File: config.mk
export PLATFORM = sky130hd
export DESIGN_NAME = fifo_read_drainer
export DESIGN_NICKNAME = d
export VERILOG_FILES = /design/src/rtl/fifo_read_drainer.sv
export SDC_FILE = /design/constraint.sdc
export NUM_CORES = 1
export LEC_CHECK = 0
export ABC_CLOCK_PERIOD_IN_PS = 8480
export CORE_ASPECT_RATIO = 1.25
export CORE_MARGIN = 4
export CORE_UTILIZATION = 54
export CTS_CLUSTER_DIAMETER = 50
export DETAILED_ROUTE_END_ITERATION = 10
export GPL_TIMING_DRIVEN = 0
export HOLD_SLACK_MARGIN = 0.05
export PLACE_DENSITY = 0.95
export SYNTH_ARGS = -nofsm -noshare
export SYNTH_HDL_FRONTEND = slang
export SYNTH_SLANG_ARGS = --single-unit
File: constraint.sdc
create_clock -name rclk -period 8.48 [get_ports rclk]
set_clock_uncertainty 0.2 [all_clocks]
set_input_delay 1.696 -clock rclk [delete_from_list [all_inputs] [get_ports rclk]]
set_output_delay 1.696 -clock rclk [all_outputs]
set_load 0.03 [all_outputs]
File: src/rtl/fifo_read_drainer.sv
// fifo_read_drainer
//   Read-domain consumer for the async FIFO. Pops first-word-fall-through
//   words through a 2-entry skid buffer and presents them as a valid/ready
//   stream with frame markers. Also provides a flush path and a
//   delivered-word counter.
//
// Ports
//   rclk, rrst          read clock, synchronous active-high reset
//   en                  allow popping from the FIFO
//   flush               discard buffered data and drain the FIFO
//   rdata, rempty       FIFO head word / empty flag
//   rinc                FIFO pop strobe (combinational)
//   m_data, m_valid     downstream word / valid
//   m_ready             downstream accept
//   m_last              last word of a FRAME_LEN-word frame
//   words_read          saturating count of delivered words
//   busy                engine active or a word is pending
module fifo_read_drainer #(
    parameter int DATAWIDTH = 8,
    parameter int FRAME_LEN = 4,
    parameter int CNT_WIDTH = 16
) (
    input  logic                 rclk,
    input  logic                 rrst,
    input  logic                 en,
    input  logic                 flush,
    input  logic [DATAWIDTH-1:0] rdata,
    input  logic                 rempty,
    output logic                 rinc,
    output logic [DATAWIDTH-1:0] m_data,
    output logic                 m_valid,
    input  logic                 m_ready,
    output logic                 m_last,
    output logic [CNT_WIDTH-1:0] words_read,
    output logic                 busy
);

    localparam int BW = (FRAME_LEN > 1) ? $clog2(FRAME_LEN) : 1;
    localparam logic [BW-1:0] BEAT_LAST = BW'(FRAME_LEN - 1);

    typedef enum logic [1:0] {IDLE, RUN, FLUSH} state_t;

    state_t               state;
    logic [DATAWIDTH-1:0] buf0;   // head entry, drives m_data
    logic [DATAWIDTH-1:0] buf1;   // skid entry
    logic [1:0]           occ;
    logic [BW-1:0]        beat;

    logic pop, space, push, clear;

    assign pop   = m_valid & m_ready;
    assign space = (occ < 2'd2) | pop;

    always_comb begin
        rinc = 1'b0;
        case (state)
            RUN:     rinc = !rempty & space;
            FLUSH:   rinc = !rempty;
            default: rinc = 1'b0;
        endcase
    end

    // Only RUN stores popped words; FLUSH pops are thrown away.
    assign push = (state == RUN) & rinc;
    // The buffer is emptied on the edge that requests a flush and on every
    // edge spent in FLUSH. A pop on the requesting edge still counts.
    assign clear = flush | (state == FLUSH);

    assign m_data  = buf0;
    assign m_valid = (occ != 2'd0);
    assign m_last  = m_valid & (beat == BEAT_LAST);
    assign busy    = (state != IDLE) | m_valid;

    always_ff @(posedge rclk) begin
        if (rrst) begin
            state      <= IDLE;
            buf0       <= '0;
            buf1       <= '0;
            occ        <= 2'd0;
            beat       <= '0;
            words_read <= '0;
        end else begin
            if (flush) begin
                state <= FLUSH;
            end else begin
                case (state)
                    IDLE:    if (en) state <= RUN;
                    RUN:     if (!en) state <= IDLE;
                    FLUSH:   if (rempty) state <= IDLE;
                    default: state <= IDLE;
                endcase
            end

            if (pop && (words_read != {CNT_WIDTH{1'b1}}))
                words_read <= words_read + 1'b1;

            if (clear) begin
                occ  <= 2'd0;
                beat <= '0;
            end else begin
                if (pop)
                    beat <= (beat == BEAT_LAST) ? '0 : beat + 1'b1;

                case ({push, pop})
                    2'b01: begin
                        buf0 <= buf1;
                        occ  <= occ - 2'd1;
                    end
                    2'b10: begin
                        if (occ == 2'd0) buf0 <= rdata;
                        else             buf1 <= rdata;
                        occ <= occ + 2'd1;
                    end
                    2'b11: begin
                        // Head leaves and a new word arrives: shift the skid
                        // entry forward so ordering is preserved at occ=2.
                        if (occ == 2'd1) begin
                            buf0 <= rdata;
                        end else begin
                            buf0 <= buf1;
                            buf1 <= rdata;
                        end
                    end
                    default: ;
                endcase
            end
        end
    end

endmodule

==> results of run 1 <==
-- cells by family (layout without fill, tap and decap cells) --
| group | after synthesis | after routing | synth area share, % |
|---|---|---|---|
| AND/OR/NAND/NOR | 88 | 88 | 23.20 |
| flip-flops | 38 | 38 | 39.07 |
| AO/OA/AOI/OAI | 50 | 50 | 18.19 |
| adder cells (fa/ha/maj) | 11 | 11 | 7.069 |
| XOR/XNOR | 1 | 1 | 0.4500 |
| buffers and inverters | 18 | 66 | 3.470 |
| multiplexers | 16 | 16 | 8.548 |
-- synthesized netlist by cell type, types with 6 or more instances --
cell / count / share of area, %
inv_1: 11 / 2.1
mux2i_1: 11 / 5.7
dfxtp_1: 38 / 39
nor2_1: 28 / 5.4
nand2_1: 15 / 2.9
ha_1: 11 / 7.1
a211oi_1: 9 / 3.5
nand3_1: 8 / 2.1
a21oi_1: 15 / 3.9
clkbuf_1: 6 / 1.2
nor2b_1: 7 / 2.2
a22oi_1: 8 / 3.1
-- worst max-delay path: stages --
cell and delay [ns]:
clkdlybuf4s50_1 0.53, nand2b_1 0.21, inv_1 0.15, o21ai_0 0.08
a21oi_1 0.24, clkdlybuf4s50_1 0.72
-- sequential cells by signal, summed over array words and instances (netlist names) --
| signal | cells |
|---|---|
| beat | 2 |
| buf1 | 8 |
| m_data | 8 |
| occ | 2 |
| state | 2 |
| words_read | 16 |
-- routing by layer --
metal / up-vias / wire length [um] / track usage [%] / part of all wire [%]
met5: - / 0 / 0 / 0
met3: 11 / 237 / 5.489 / 5.3
li1: 895 / - / - / -
met1: 817 / 1715 / 22.29 / 38
met4: 0 / 124 / 9.906 / 2.8
met2: 53 / 2425 / 40.75 / 54
-- power by group --
part	internal (mW)	leakage, nW	switching (mW)
combinational	0.00997	0.592	0.0119
clock	0.118	0.0683	0.0686
sequential	0.179	0.306	0.000493
total	0.307	0.967	0.0810
-- final timing paths --
kind	from	to	slack (ns)
hold / removal	beat[1]$_SDFFE_PP0P_	beat[1]$_SDFFE_PP0P_	0.27
hold reg to reg	beat[1]$_SDFFE_PP0P_	beat[1]$_SDFFE_PP0P_	0.27
setup / recovery	m_ready	rinc	2.95
setup reg to reg	occ[1]$_SDFFE_PP0P_	m_data[6]$_SDFFE_PP0P_	4.88
-- cell usage in the layout, fill, tap and decap left out, types with 8 or more instances in the layout --
| cell type | netlist | layout |
|---|---|---|
| clkdlybuf4s50_1 | 0 | 40 |
| dfxtp_1 | 38 | 38 |
| ha_1 | 11 | 11 |
| a211oi_1 | 9 | 9 |
| a22oi_1 | 8 | 8 |
| a21oi_1 | 15 | 15 |
| mux2i_1 | 11 | 11 |
| nand3_1 | 8 | 8 |
| nand2_1 | 15 | 15 |
| nor2_1 | 28 | 28 |
| inv_1 | 11 | 11 |
-- area by class of cell --
class / instances / area [um^2] / share of cell area [%]
Multi-Input combinational cell: 166 / 1119 / 44.15
Sequential cell: 38 / 760.7 / 30.02
Timing Repair Buffer: 40 / 400.4 / 15.80
Clock buffer: 5 / 68.82 / 2.716
Clock inverter: 3 / 68.82 / 2.716
Tap cell: 39 / 48.80 / 1.926
Inverter: 11 / 41.29 / 1.630
Buffer: 7 / 26.28 / 1.037
==> metrics.csv, run 1 <==
metric;value;unit
Max-slew headroom;58.68;%
slew of the pin with the lowest slew margin;0.6141;ns
Netlist Area Pre-Place;0.001947;mm^2
CTS clock-pin slew for the worst setup and hold paths;0.07;ns
Ys Warns;0;
Fin Setup TNS;0;ns
NumNets Final;294;
PD cells;153.1;mW/mm^2
Worst Setup Start Kind;primary input;
GRT Total Usage;21.92;%
worst hold margin;0.2673;ns
status;completed;
critical path capture point type;primary output;
FF+latch count, synth;38;
vias per inst;5.748;
largest net degree at the start of global routing;14;
Sink Count;38;
WS Path Type;primary input to primary output;
number of setup buffers added after CTS;0;
Filler cells;262;
first-pass GRT wire length;7610;um
VDD IR-drop max;149.6;uV
unrepaired setup endpoints after global routing;no;
cell row count;24;
CORE AREA;0.003483;mm^2
I/O Pins;42;
Antenna Diode Count;0;
Tot Pwr;0.3878;mW
Routed WL per cell;14.57;um
overall routed net length;4503;um
final worst path period need;5.532;ns
main flop type after synthesis;dfxtp_1;
Crit Path Max Fanout;8;
DRT iter0 DRCs;107;
pre-CTS setup slack;2.961;ns
Syn Inst Count;222;
CTS H-tree lvls;2;
Placer Congestion;0.8985;
Fmax;180.8;MHz
Initial Util;55.89;%
Root Buffer;clkbuf_8;
share of cells above drive strength 1;5.926;%
Avg Synthesized Cell Area;8.770;um^2
PortBufs;40;
die area;0.004636;mm^2
Post-Layout Inst Area;0.002534;mm^2
Die H;75.13;um
Post-DP Area;0.002396;mm^2
Max-cap violations;0;
vias in the first global route;1793;
Die Wd;61.71;um
Pleak;0.9668;nW
DRC Markers;0;
Inserted Clock Buffers;5;
Final Hold Viols;0;
CP arrival;3.64;ns
DRT Pass-1 Iters;4;
post-DP HPWL;3329;um
required time of the critical path;6.58;ns
Synth cell types;40;
final core utilization;72.74;%
EDFF count, synth;0;
hold path cells;2;
Tcrit/Tclk final;65.23;%
# setup viols final;0;
Post-synth ARST share;0;%
Post-Syn Nets;247;
placed insts;301;
antenna violations before repair;0;
Overflow after GRT;0;
CTS resizes;0;
Hold Path Class;flop to flop;
CTS max path bufs;2;
final worst slack;2.948;ns
Layout Cells excl Fill;309;
Layout area overhead;30.14;%
Seq/Total Area, Yosys;39.07;%
fin. max-slew vios;0;
antenna viol nets, final;0;
TritonCTS clock tree;built;
vias after detailed routing;1776;
hold-fix buffers at CTS;0;
clk_lat worst skew;0.30;ns
R2R cell count;13;
Note: power is estimated with default switching activity, not from simulation.
==> run 2, diff against run 1 <==
ABC_CLOCK_PERIOD_IN_PS = 4620   (was 8480)
CORE_UTILIZATION = 45   (was 54)
PLACE_DENSITY = 0.87   (was 0.95)
clock period = 4.62 ns   (was 8.48 ns; I/O delays follow)
==> run 2 against run 1 <==
  * Global-route usage shrank 4.5 points
  * Worst hold slack got worse by 0.0025 ns
  * Critical endpoint unchanged
  * Clock-buffer cell count did not move
  * First-iteration DRC count is 10% higher
  * Critical path depth stayed put
  * Highest routed layer unchanged
  * Non-clock buffer count unchanged
==> metrics.csv, run 2 (same netlist as run 1, synthesis figures left out) <==
metric;value;unit;change
slew of the pin with the lowest slew margin;0.6343;ns;+0.02022 ns
PD cells;277.7;mW/mm^2;+81%
crit path from;m_ready;;
Routed WL per cell;13.57;um;-6.9%
DRT Pass-1 Iters;4;;unchanged
Post-Layout Inst Area;0.002555;mm^2;+0.84%
Slowest cell on crit path;clkdlybuf4s50_1;;
unrepaired setup endpoints after global routing;no;;
GRT Total Usage;17.43;%;-4.5 points
Tcrit/Tclk final;86.13;%;
fin. max-slew vios;0;;unchanged
Layout area overhead;31.23;%;
most common cell after layout, fill and taps aside;clkdlybuf4s50_1;;
vias in the first global route;1692;;-5.6%
VDD IR-drop max;220.4;uV;+47%
CTS resizes;0;;unchanged
final worst path period need;3.979;ns;
CP Buf/Inv Count;3;;unchanged
cell row count;26;;+8.3%
DRT iter0 DRCs;118;;+10%
Die Wd;66.83;um;+8.3%
RR Startpoint;occ[1]$_SDFFE_PP0P_;;
hold_sp;beat[1]$_SDFFE_PP0P_;;
Sink Count;38;;unchanged
NumNets Final;294;;unchanged
Overflow after GRT;0;;unchanged
WS Path Type;primary input to primary output;;
Antenna Diode Count;0;;unchanged
number of setup buffers added after CTS;0;;unchanged
Inserted Clock Buffers;5;;unchanged
commonest cells after routing, fill and taps aside;40 x clkdlybuf4s50_1, 38 x dfxtp_1, 28 x nor2_1;;
Worst path top cell family by delay;buffers and inverters;;
antenna viol nets, final;0;;unchanged
critical path capture point type;primary output;;
CP dominant cell by count;clkdlybuf4s50_1;;
status;completed;;
number of flip-flops in the largest register;16;;unchanged
Placer Congestion;0.8997;;+0.13%
first-pass GRT wire length;7327;um;-3.7%
TritonCTS clock tree;built;;
share of cells above drive strength 1;5.926;%;unchanged
Biggest register;words_read;;
CORE AREA;0.004131;mm^2;+19%
largest net degree at the start of global routing;14;;unchanged
CTS max path bufs;2;;unchanged
antenna violations before repair;0;;unchanged
PortBufs;40;;unchanged
max incr delay on CP;0.71;ns;about the same
DRC Markers;0;;unchanged
Worst Setup Start Kind;primary input;;
overall routed net length;4424;um;-1.8%
I/O Pins;42;;unchanged
Final Hold Viols;0;;unchanged
# setup viols final;0;;unchanged
Hold Path Class;flop to flop;;
Filler cells;372;;+42%
Fmax;251.3;MHz;
clk_lat worst skew;0.29;ns;about the same
vias per inst;5.340;;-7.1%
Post-DP Area;0.002417;mm^2;+0.89%
required time of the critical path;3.50;ns;-3.08 ns
Die H;81.54;um;+8.5%
Fin Setup TNS;0;ns;unchanged
crit-path cells;clkdlybuf4s50_1 > nand2b_1 > inv_1 > o21ai_0 > a21oi_1 > clkdlybuf4s50_1;;
Max-slew headroom;57.32;%;-1.4 points
Pleak;0.9668;nW;unchanged
post-DP HPWL;3351;um;+0.68%
Crit Path Max Fanout;8;;unchanged
die area;0.005449;mm^2;+18%
vias after detailed routing;1741;;-2.0%
CTS clock-pin slew for the worst setup and hold paths;0.07;ns;about the same
hold-fix buffers at CTS;0;;unchanged
Root Buffer;clkbuf_8;;
Initial Util;47.12;%;-8.8 points
CTS H-tree lvls;2;;unchanged
Max-cap violations;0;;unchanged
CP arrival;2.86;ns;-0.78 ns
[run 2: cell counts in the layout (fill, tap and decap cells not counted)]
No cell type changed its count.
[run 2: layout make-up]
type / count / area (um^2) / share of cell area [%]
plain buffers: 7 / 26.28 / 1.028
clock buffers: 5 / 68.82 / 2.693
multi-input cells: 166 / 1119 / 43.78
well taps: 56 / 70.07 / 2.742
repair buffers: 40 / 400.4 / 15.67
inverters: 11 / 41.29 / 1.616
flip-flops and latches: 38 / 760.7 / 29.77
clock inverters: 3 / 68.82 / 2.693
[run 2: routing by layer]
layer	vias up	global-route usage, %	wire (um)	part of all wire, %
met4	0	5.894	71	1.6
met1	802	18.15	1838	42
met2	39	33.43	2335	53
met5	-	0	0	0
met3	8	4.241	179	4.0
li1	892	-	-	-
[run 2: power breakdown]
part	internal [mW]	switching (mW)	leakage, nW
logic	0.0183	0.0217	0.592
clock network	0.216	0.124	0.0683
registers	0.328	0.000920	0.306
[run 2: worst register-to-register path, delay by kind of cell, from the launching register on]
family | cells | cell delay (ns)
AOI/OAI and AO/OA | 4 | 1.05
buffers and inverters | 4 | 0.80
DFF | 1 | 0.31
adders and majority gates | 2 | 0.51
and+or+nand+nor | 3 | 0.63
[run 2: final timing paths]
check	to	slack [ns]	cells after the start
worst max-delay path	rinc	0.64	6
worst min-delay path	beat[1]$_SDFFE_PP0P_	0.26	2
worst max register to register	m_data[6]$_SDFFE_PP0P_	1.06	13
worst min register to register	beat[1]$_SDFFE_PP0P_	0.26	2
[run 2: metrics by stage]
step	instances	utilization [%]	setup slack, ns	hold slack (ns)	total power, mW
floorplan	222	-	1.090	0.2400	0.3567
global placement	318	58.51	0.4748	0.2469	0.3763
detailed placement	318	58.51	0.4456	0.2616	0.3771
CTS	326	61.84	0.6075	0.2719	0.7184
global route	326	61.84	0.4427	0.2931	0.7355
finish	326	61.84	0.6407	0.2648	0.7095
